$ cat src/rtl/cursor_pkg.sv
// Shared types and helpers for the cursor controller: movement FSM states,
// button index map and the coordinate clamp.
package cursor_pkg;

    typedef enum logic [1:0] {
        IDLE   = 2'd0,
        HOLD   = 2'd1,
        REPEAT = 2'd2
    } move_state_t;

    localparam int unsigned DIR_UP    = 0;
    localparam int unsigned DIR_DOWN  = 1;
    localparam int unsigned DIR_LEFT  = 2;
    localparam int unsigned DIR_RIGHT = 3;

    // Signed 12-bit keeps a step below zero negative instead of wrapping.
    typedef logic signed [11:0] coord_t;

    function automatic coord_t clamp(input coord_t v, input coord_t lo, input coord_t hi);
        coord_t r;
        r = v;
        if (v < lo) begin
            r = lo;
        end else if (v > hi) begin
            r = hi;
        end
        return r;
    endfunction

endpackage

$ cat src/rtl/btn_sync.sv
// Multi-bit two-flop synchroniser for asynchronous button inputs; both
// stages load RST_VAL on reset so buttons read as released.
module btn_sync #(
    parameter int unsigned           WIDTH   = 4,
    parameter logic [WIDTH-1:0]      RST_VAL = '1
) (
    input  logic             clk,
    input  logic             reset,
    input  logic [WIDTH-1:0] d,
    output logic [WIDTH-1:0] q
);

    logic [WIDTH-1:0] meta;

    always_ff @(posedge clk or posedge reset) begin
        if (reset) begin
            meta <= RST_VAL;
            q    <= RST_VAL;
        end else begin
            meta <= d;
            q    <= meta;
        end
    end

endmodule

$ cat src/rtl/cursor_ctrl.sv
// On-screen cursor controller: synchronised buttons drive a tick-paced
// press/auto-repeat FSM that moves a clamped cursor, plus a registered hit test.
module cursor_ctrl
    import cursor_pkg::*;
#(
    parameter int unsigned SCREEN_W     = 640,
    parameter int unsigned SCREEN_H     = 480,
    parameter int unsigned CURSOR_SIZE  = 10,
    parameter int unsigned STEP         = 10,
    parameter int unsigned TICK_DIV     = 2000000,
    parameter int unsigned REPEAT_DELAY = 3,
    parameter int unsigned X_INIT       = 120,
    parameter int unsigned Y_INIT       = 40,
    parameter int unsigned CURSOR_COLOR = 5
) (
    input  logic       clk,
    input  logic       reset,
    input  logic       up,
    input  logic       down,
    input  logic       left,
    input  logic       right,
    input  logic [8:0] row,
    input  logic [9:0] col,
    output logic       cursor_here,
    output logic [7:0] color_index,
    output logic [9:0] x,
    output logic [8:0] y,
    output logic       moved
);

    localparam int unsigned TW = $clog2(TICK_DIV);
    localparam int unsigned HW = $clog2(REPEAT_DELAY + 1);

    logic [3:0] btn_raw;
    logic [3:0] btn_q;
    logic [3:0] held;

    logic signed [1:0] dx, dy;
    logic signed [1:0] last_dx, last_dy;
    logic              active;
    logic              dir_changed;

    logic [TW-1:0] tick_cnt;
    logic          tick;

    move_state_t   state, state_n;
    logic [HW-1:0] hold_cnt, hold_n;
    logic          do_move;

    coord_t     x_mv, y_mv;
    logic [9:0] x_next;
    logic [8:0] y_next;
    logic       hit;

    // Bit order follows the DIR_* indices.
    assign btn_raw = {right, left, down, up};

    btn_sync #(
        .WIDTH   (4),
        .RST_VAL (4'b1111)
    ) u_btn_sync (
        .clk   (clk),
        .reset (reset),
        .d     (btn_raw),
        .q     (btn_q)
    );

    assign held = ~btn_q;

    always_comb begin
        dx = 2'sd0;
        dy = 2'sd0;
        if (held[DIR_RIGHT] && !held[DIR_LEFT]) dx = 2'sd1;
        if (held[DIR_LEFT]  && !held[DIR_RIGHT]) dx = -2'sd1;
        if (held[DIR_DOWN]  && !held[DIR_UP])    dy = 2'sd1;
        if (held[DIR_UP]    && !held[DIR_DOWN])  dy = -2'sd1;
    end

    assign active      = (dx != 2'sd0) || (dy != 2'sd0);
    assign dir_changed = (dx != last_dx) || (dy != last_dy);

    assign tick = (tick_cnt == TW'(TICK_DIV - 1));

    always_ff @(posedge clk or posedge reset) begin
        if (reset) begin
            tick_cnt <= '0;
        end else if (tick) begin
            tick_cnt <= '0;
        end else begin
            tick_cnt <= tick_cnt + TW'(1);
        end
    end

    always_ff @(posedge clk or posedge reset) begin
        if (reset) begin
            state    <= IDLE;
            hold_cnt <= '0;
        end else begin
            state    <= state_n;
            hold_cnt <= hold_n;
        end
    end

    always_comb begin
        state_n = state;
        hold_n  = hold_cnt;
        do_move = 1'b0;
        if (tick) begin
            case (state)
                IDLE: begin
                    if (active) begin
                        do_move = 1'b1;
                        hold_n  = '0;
                        state_n = HOLD;
                    end
                end
                HOLD: begin
                    if (!active) begin
                        state_n = IDLE;
                    end else if (dir_changed) begin
                        do_move = 1'b1;
                        hold_n  = '0;
                    end else begin
                        hold_n = hold_cnt + HW'(1);
                        if (hold_n == HW'(REPEAT_DELAY)) begin
                            do_move = 1'b1;
                            state_n = REPEAT;
                        end
                    end
                end
                REPEAT: begin
                    if (!active) begin
                        state_n = IDLE;
                    end else if (dir_changed) begin
                        do_move = 1'b1;
                        hold_n  = '0;
                        state_n = HOLD;
                    end else begin
                        do_move = 1'b1;
                    end
                end
                default: state_n = IDLE;
            endcase
        end
    end

    always_comb begin
        x_mv = clamp($signed({2'b00, x}) + coord_t'(dx) * coord_t'(STEP),
                     coord_t'(0), coord_t'(SCREEN_W - CURSOR_SIZE));
        y_mv = clamp($signed({3'b000, y}) + coord_t'(dy) * coord_t'(STEP),
                     coord_t'(0), coord_t'(SCREEN_H - CURSOR_SIZE));
        x_next = x_mv[9:0];
        y_next = y_mv[8:0];
    end

    always_ff @(posedge clk or posedge reset) begin
        if (reset) begin
            x       <= 10'(X_INIT);
            y       <= 9'(Y_INIT);
            moved   <= 1'b0;
            last_dx <= 2'sd0;
            last_dy <= 2'sd0;
        end else begin
            moved <= 1'b0;
            if (do_move) begin
                x       <= x_next;
                y       <= y_next;
                last_dx <= dx;
                last_dy <= dy;
                moved   <= (x_next != x) || (y_next != y);
            end
        end
    end

    assign hit = ({1'b0, col} >= {1'b0, x}) &&
                 ({1'b0, col} <  {1'b0, x} + 11'(CURSOR_SIZE)) &&
                 ({2'b00, row} >= {2'b00, y}) &&
                 ({2'b00, row} <  {2'b00, y} + 11'(CURSOR_SIZE));

    always_ff @(posedge clk or posedge reset) begin
        if (reset) begin
            cursor_here <= 1'b0;
            color_index <= '0;
        end else begin
            cursor_here <= hit;
            color_index <= hit ? 8'(CURSOR_COLOR) : '0;
        end
    end

endmodule

$ cat config.mk
export PLATFORM = sky130hd
export DESIGN_NAME = cursor_ctrl
export DESIGN_NICKNAME = d
export VERILOG_FILES = /design/src/rtl/cursor_pkg.sv /design/src/rtl/btn_sync.sv /design/src/rtl/cursor_ctrl.sv
export SDC_FILE = /design/constraint.sdc
export NUM_CORES = 1
export LEC_CHECK = 0
export ABC_AREA = 1
export BUFFER_PORTS_ARGS = -buffer_cell sky130_fd_sc_hd__clkbuf_2
export CAP_MARGIN = 20
export CELL_PAD_IN_SITES_DETAIL_PLACEMENT = 1
export CELL_PAD_IN_SITES_GLOBAL_PLACEMENT = 1
export CORE_MARGIN = 3
export CORE_UTILIZATION = 47
export DETAILED_ROUTE_END_ITERATION = 10
export PLACE_DENSITY_LB_ADDON = 0.12
export SYNTH_ARGS = -nofsm -noshare
export SYNTH_HDL_FRONTEND = slang
export SYNTH_SLANG_ARGS = --single-unit
$ cat constraint.sdc
create_clock -name clk -period 6.6 [get_ports clk]
set_clock_uncertainty 0.05 [all_clocks]
set_input_delay 0.66 -clock clk [delete_from_list [all_inputs] [get_ports clk]]
set_output_delay 0.66 -clock clk [all_outputs]
set_load 0.02 [all_outputs]
== Word level (Yosys, flattened, before mapping) ==
Cells that the tools add are included.

* Bits in registers: 61
* Input bits: 25
* Output and inout bits: 29
* Word-level logic and storage cells: 95

* $add $sub $neg: 6
* Multiply operators: 2
* $lt $le $gt $ge: 8
* Eq/ne operators: 15
* Muxes and demuxes: 30
* Bitwise logic cells: 1
* Reduce and logical (&&, ||, !) cells: 21

{| class="wikitable"
|+ Operators by type and width
! kind !! count
|-
| 2-to-1 mux 2 bit || 13
|-
| adder 21 x 1 -> 21 bit, second input constant || 1
|-
| equality test 21 bit, second input constant || 1
|-
| 2-to-1 mux 21 bit || 1
|-
| 2-to-1 mux 10 bit || 2
|-
| 2-to-1 mux 9 bit || 2
|-
| adder 11 x 7 -> 12 bit || 1
|-
| > comparator 12 x 11 -> 1 bit, second input constant || 1
|-
| less-than comparator 12 x 1 -> 1 bit, second input constant || 1
|-
| multiplier 2 x 4 -> 6 bit, second input constant || 2
|-
| one-hot mux 2 bit (3 select lines) || 2
|-
| adder 10 x 4 -> 11 bit, second input constant || 1
|-
| adder 10 x 7 -> 11 bit || 1
|-
| > comparator 11 x 10 -> 1 bit, second input constant || 1
|-
| less-than comparator 10 x 11 -> 1 bit || 1
|-
| less-than comparator 11 x 1 -> 1 bit, second input constant || 1
|-
| adder 9 x 4 -> 10 bit, second input constant || 1
|-
| >= comparator 10 bit || 1
|-
| less-than comparator 9 x 10 -> 1 bit || 1
|-
| != test 10 bit || 1
|-
| >= comparator 9 bit || 1
|-
| != test 3 bit, second input constant || 3
|-
| != test 9 bit || 1
|-
| 2-to-1 mux 1 bit || 8
|-
| other kinds (17) || 34
|}

== Logic depth before layout (Yosys ltp) ==
* Depth in word-level cells: 13
* Mapped depth: 29
* Depth with buffers taken out: 28

== Modules after synthesis ==
From an unflattened synthesis, not the netlist that was laid out.

* Cells, all modules: 799
* Area, all modules: 5406.4 um^2

{| class="wikitable"
|+ By module, submodules not included
! module !! times used !! cells each !! area an instance (um^2)
|-
| cursor_ctrl || 1 || 790 || 5192.5
|-
| btn_sync || 1 || 9 || 214.0
|}

== Worst setup path after synthesis ==
OpenSTA, ideal clock, no wires.

* Path type: reg-to-reg
* From: register u_btn_sync.q[2]
* To: register moved
* Arrival time: 2.846 ns
* Path slack: 3.570 ns
* Stages on the path, launching flop included: 27
* Path buffers: 1
* Cell sequence: dfstp_2 > inv_1 > ha_1 > inv_2 > buf_6 > nand2_2 > and2_1 > ha_1 > inv_1 > nand2_1 > nand2_1 > nand2_1 > xnor2_1 > nor2_1 > nand2_1 > nor2_2 > nand3_2 > nand2_4 > nand3_4 > nand2_1 > nand2_1 > nand2_1 > nand2_1 > nor2_1 > nand2_1 > nor2_1 > a21oi_1

* Elaborated cells on any way between the ends: 24

{| class="wikitable"
|+ RTL lines
! item !! line !! source
|-
| start: declaration || btn_sync.sv:10 || <nowiki>output logic [WIDTH-1:0] q</nowiki>
|-
| start signal: assignment || btn_sync.sv:21 || <nowiki>q <= meta;</nowiki>
|-
| NOT 4 bit (*) || cursor_ctrl.sv:68 || <nowiki>assign held = ~btn_q;</nowiki>
|-
| logical AND 1 bit (*) || cursor_ctrl.sv:74 || <nowiki>if (held[DIR_LEFT] && !held[DIR_RIGHT]) dx = -2'sd1;</nowiki>
|-
| 2-to-1 mux 2 bit (*) || cursor_ctrl.sv:74 ||
|-
| net dx[1] || cursor_ctrl.sv:38 || <nowiki>logic signed [1:0] dx, dy;</nowiki>
|-
| multiplier 2 x 4 -> 6 bit || cursor_ctrl.sv:148 || <nowiki>x_mv = clamp($signed({2'b00, x}) + coord_t'(dx) * coord_t'(STEP),</nowiki>
|-
| adder 11 x 7 -> 12 bit || cursor_ctrl.sv:148 ||
|-
| > comparator 12 x 11 -> 1 bit || cursor_pkg.sv:24 || <nowiki>end else if (v > hi) begin</nowiki>
|-
| 2-to-1 mux 10 bit || cursor_pkg.sv:24 ||
|-
| 2-to-1 mux 10 bit || cursor_pkg.sv:22 || <nowiki>if (v < lo) begin</nowiki>
|-
| != test 10 bit || cursor_ctrl.sv:170 || <nowiki>moved <= (x_next != x) || (y_next != y);</nowiki>
|-
| logical OR 1 bit || cursor_ctrl.sv:170 ||
|-
| 2-to-1 mux 1 bit (*) || cursor_ctrl.sv:165 || <nowiki>if (do_move) begin</nowiki>
|-
| end signal: assignment || cursor_ctrl.sv:170 ||
|-
| end: declaration || cursor_ctrl.sv:28 || <nowiki>output logic moved</nowiki>
|}

The timed path passes the listed nets; every way through them passes the cells marked *.
A chain may end at the register's enable or synchronous reset.

== Worst setup path in the final report ==
* From: register u_btn_sync.q[3]
* To: register moved

* Word-level cells in the longest chain between the ends: 12
* Elaborated cells on any way between the ends: 24

{| class="wikitable"
|+ Ends and longest elaborated chain
! item !! line
|-
| NOT 4 bit (*) || cursor_ctrl.sv:68
|-
| zero test 1 bit (*) || cursor_ctrl.sv:74
|-
| logical AND 1 bit (*) || cursor_ctrl.sv:74
|-
| 2-to-1 mux 2 bit (*) || cursor_ctrl.sv:74
|-
| net dx[1] || cursor_ctrl.sv:38
|-
| multiplier 2 x 4 -> 6 bit || cursor_ctrl.sv:148
|-
| adder 11 x 7 -> 12 bit || cursor_ctrl.sv:148
|-
| > comparator 12 x 11 -> 1 bit || cursor_pkg.sv:24
|-
| 2-to-1 mux 10 bit || cursor_pkg.sv:24
|-
| 2-to-1 mux 10 bit || cursor_pkg.sv:22
|-
| != test 10 bit || cursor_ctrl.sv:170
|-
| logical OR 1 bit || cursor_ctrl.sv:170
|-
| 2-to-1 mux 1 bit (*) || cursor_ctrl.sv:165
|}

Marks and branches as above.

==> run metrics <==
status finished, final reports clean; Synth warnings 0; Std-Cell Rows 38; CP Capture Type flip-flop; RSZ-0062 raised after global routing no; Setup violations, final 0; Crit Reg-Reg Startpoint u_btn_sync.q[3]; Final min period 4.38 ns; Max stage delay on crit path 0.83 ns; WL per Instance approximately 16 um; Avg Inst Size Synth 6.80 sq um; Post-Synth Adder-Cell Area about an eighth; Overflow after GRT 0; r2r setup slk 2.22 ns; Worst slew margin 30.2%; CTS Buffer Depth 2; hold path endpoint u_btn_sync.q[1]; Core Area 10900 sq um; register bit total from synthesis 58; Routed WL 15100 um; Post-synth top flop dfrtp_1; largest family of logic cells by synthesized area simple AND/OR/NAND/NOR gates; Worst Max-Slew Pin Slew between 1 and 1.5 ns; Final Power 1.03 mW; H-tree depth 3; Worst Path Buf+Inv 2; Synth Area in Compound Gates between 10% and 20%; CTS buffer count 9; synthesized area 5300 sq um; hold path startpoint u_btn_sync.meta[1]; Final Max Tran Viols 0; commonest non-fill, non-tap cell in the layout nand2_1; Leak 3.08 nW; clk sinks a little under 60; Cell Pwr Density 173 nW/um^2; Yosys cell types 46; final hold viol count 0; worst min-delay path class flip-flop to flip-flop; Most Frequent Cell on Critical Path nand2_1; CTS tree done; area grow syn2layout 12.0%; hold depth 0; Die ar. 12600 sq um; Detailed Place HPWL 11700 um; VDD IR max 160 uV; mux contribution to synthesized area less than 1%; worst r2r dst moved; Post-Synth XOR/XNOR Area under 10%; Critical Path AT approximately 4.5 ns; Starting Density 48.4%; CP max FO 15; Post-CTS Setup Inserts 0; hold-fix buffers at CTS 0; pin count of the biggest net entering global routing 59; final routed DRC violation total 0; Synth Area in Simple Gates 32.6%; final net count 899; Die Height ~110 um; vias in the first global route 5565; most frequent cells in the layout 210 x nand2_1, 108 x inv_1, 70 x nand3_1, 60 x nor2_1, 55 x ha_1; Buffers on Ports 47; Worst Reg-to-Reg Cells 21; initial drt markers 234; register area share after synthesis 27.7%; via count between 5000 and 6000; first-pass GRT wire length between 20000 and 30000 um; Worst Path Class, Setup flip-flop to flip-flop; drt via density roughly 5.4; Post-synth EDFFs 0; fmax approximately 230 MHz; fill count 1486; io pins 54; Critical-path top delay cell xor2_1; Worst EP required 6.71 ns; worst-path cell chain ha_1 > inv_2 > nand2_2 > and2_1 > ha_1 > inv_1 > nand2_1 > nand2_1 > nand3_1 > nand3_1 > nand2_1 > xor2_1 > nand3_4 > nand2_1 > nand2_1 > nand2_1 > nand2_1 > nor2_1 > nand2_1 > nor2_1 > a21oi_1; remaining antenna violation count after routing 0; final setup TNS 0 ns; diode count 0; period utilization roughly 66%; clk slew on worst S/H paths 0.05 ns; CTS resizes 0; Die W 112 um; Post-Syn Instances 779; GP Congestion 0.855; GRT Total Usage between 20% and 30%; CP startpoint kind flip-flop; Clock Tree Root clkbuf_16; asr flop ratio synth 100%; max-cap violation count 0; share of layout cells above drive strength 1 about an eighth; cell family with most CP delay simple AND/OR/NAND/NOR gates; drt pass-1 iters 4; initial antenna violation count 0; later-pin clock latency in the skew report 0.33 ns
-- metrics by stage --
stage	setup WS (ns)	hold WS (ns)	util (%)	cells	area [sq um]
floorplan	3.57	0.295	-	784	5320
global placement	2.69	0.296	51.1	948	5590
detailed placement	2.45	0.298	51.1	948	5590
CTS	2.27	0.306	54.3	964	5940
global route	1.87	0.310	54.3	964	5940
finish	2.22	0.304	54.3	964	5940
-- where the power goes --
| part | switching (mW) | total, mW | leakage (nW) | internal, mW |
|---|---|---|---|---|
| Sequential | 0.00132 | 0.362 | 0.746 | 0.361 |
| Combinational | 0.0829 | 0.126 | 2.18 | 0.0426 |
| Clock | 0.168 | 0.538 | 0.163 | 0.370 |
| Total | 0.252 | 1.03 | 3.08 | 0.773 |
-- worst max path at each step --
stage	from	endpoint	slack (ns)	cells past startpoint
finish	u_btn_sync.q[3]	moved	2.22	21
global route	u_btn_sync.q[3]	moved	1.87	21
CTS	u_btn_sync.q[3]	moved	2.27	21
detailed placement	u_btn_sync.q[3]	moved	2.45	21
global placement	u_btn_sync.q[3]	moved	2.69	21
floorplan	u_btn_sync.q[2]	moved	3.57	26
-- synthesized netlist by cell type (10+ instances only) --
master,number,area share (%)
nor2_1,60,4.3
o21ai_0,31,2.9
nand4_1,12,1.4
buf_4,10,1.4
inv_1,109,7.7
ha_1,55,13
nor3_1,16,1.5
dfrtp_1,44,21
xor2_1,23,3.8
a21oi_1,35,3.3
nand3_1,70,6.6
nand2_1,210,15
dfstp_2,14,6.9
-- routing by layer --
layer / track usage (%) / share of wire (%) / up-vias / wire length, um
met5: 0 / 0 / - / 0
met4: 9.78 / 3.3 / 0 / 501
met3: 4.47 / 2.7 / 40 / 413
li1: - / - / 2594 / -
met1: 29.3 / 44 / 2525 / 6630
met2: 44.5 / 50 / 84 / 7580
-- state kept, by name (all words and copies together), names as in the netlist --
register,count
color_index,1
hold_cnt,2
last_dx,2
last_dy,2
moved,1
state,2
tick_cnt,21
u_btn_sync.meta,4
u_btn_sync.q,4
x,10
y,9
-- kinds of logic after synthesis --
logic type	after synthesis
AOI/OAI and AO/OA	97
and+or+nand+nor	397
adders and majority gates	55
muxes	1
buffers and inverters	142
other	1
xor gates and xnor gates	28
DFF	58
-- layout make-up --
class	instances	area (sq um)	area share (%)
Tap cell	140	175	2.95
Inverter	117	439	7.40
Clock inverter	6	115	1.94
Clock buffer	10	229	3.86
Multi-Input combinational cell	584	3260	54.9
Sequential cell	58	1470	24.7
Timing Repair Buffer	49	250	4.22
Note: power is estimated with default switching activity, not from simulation.
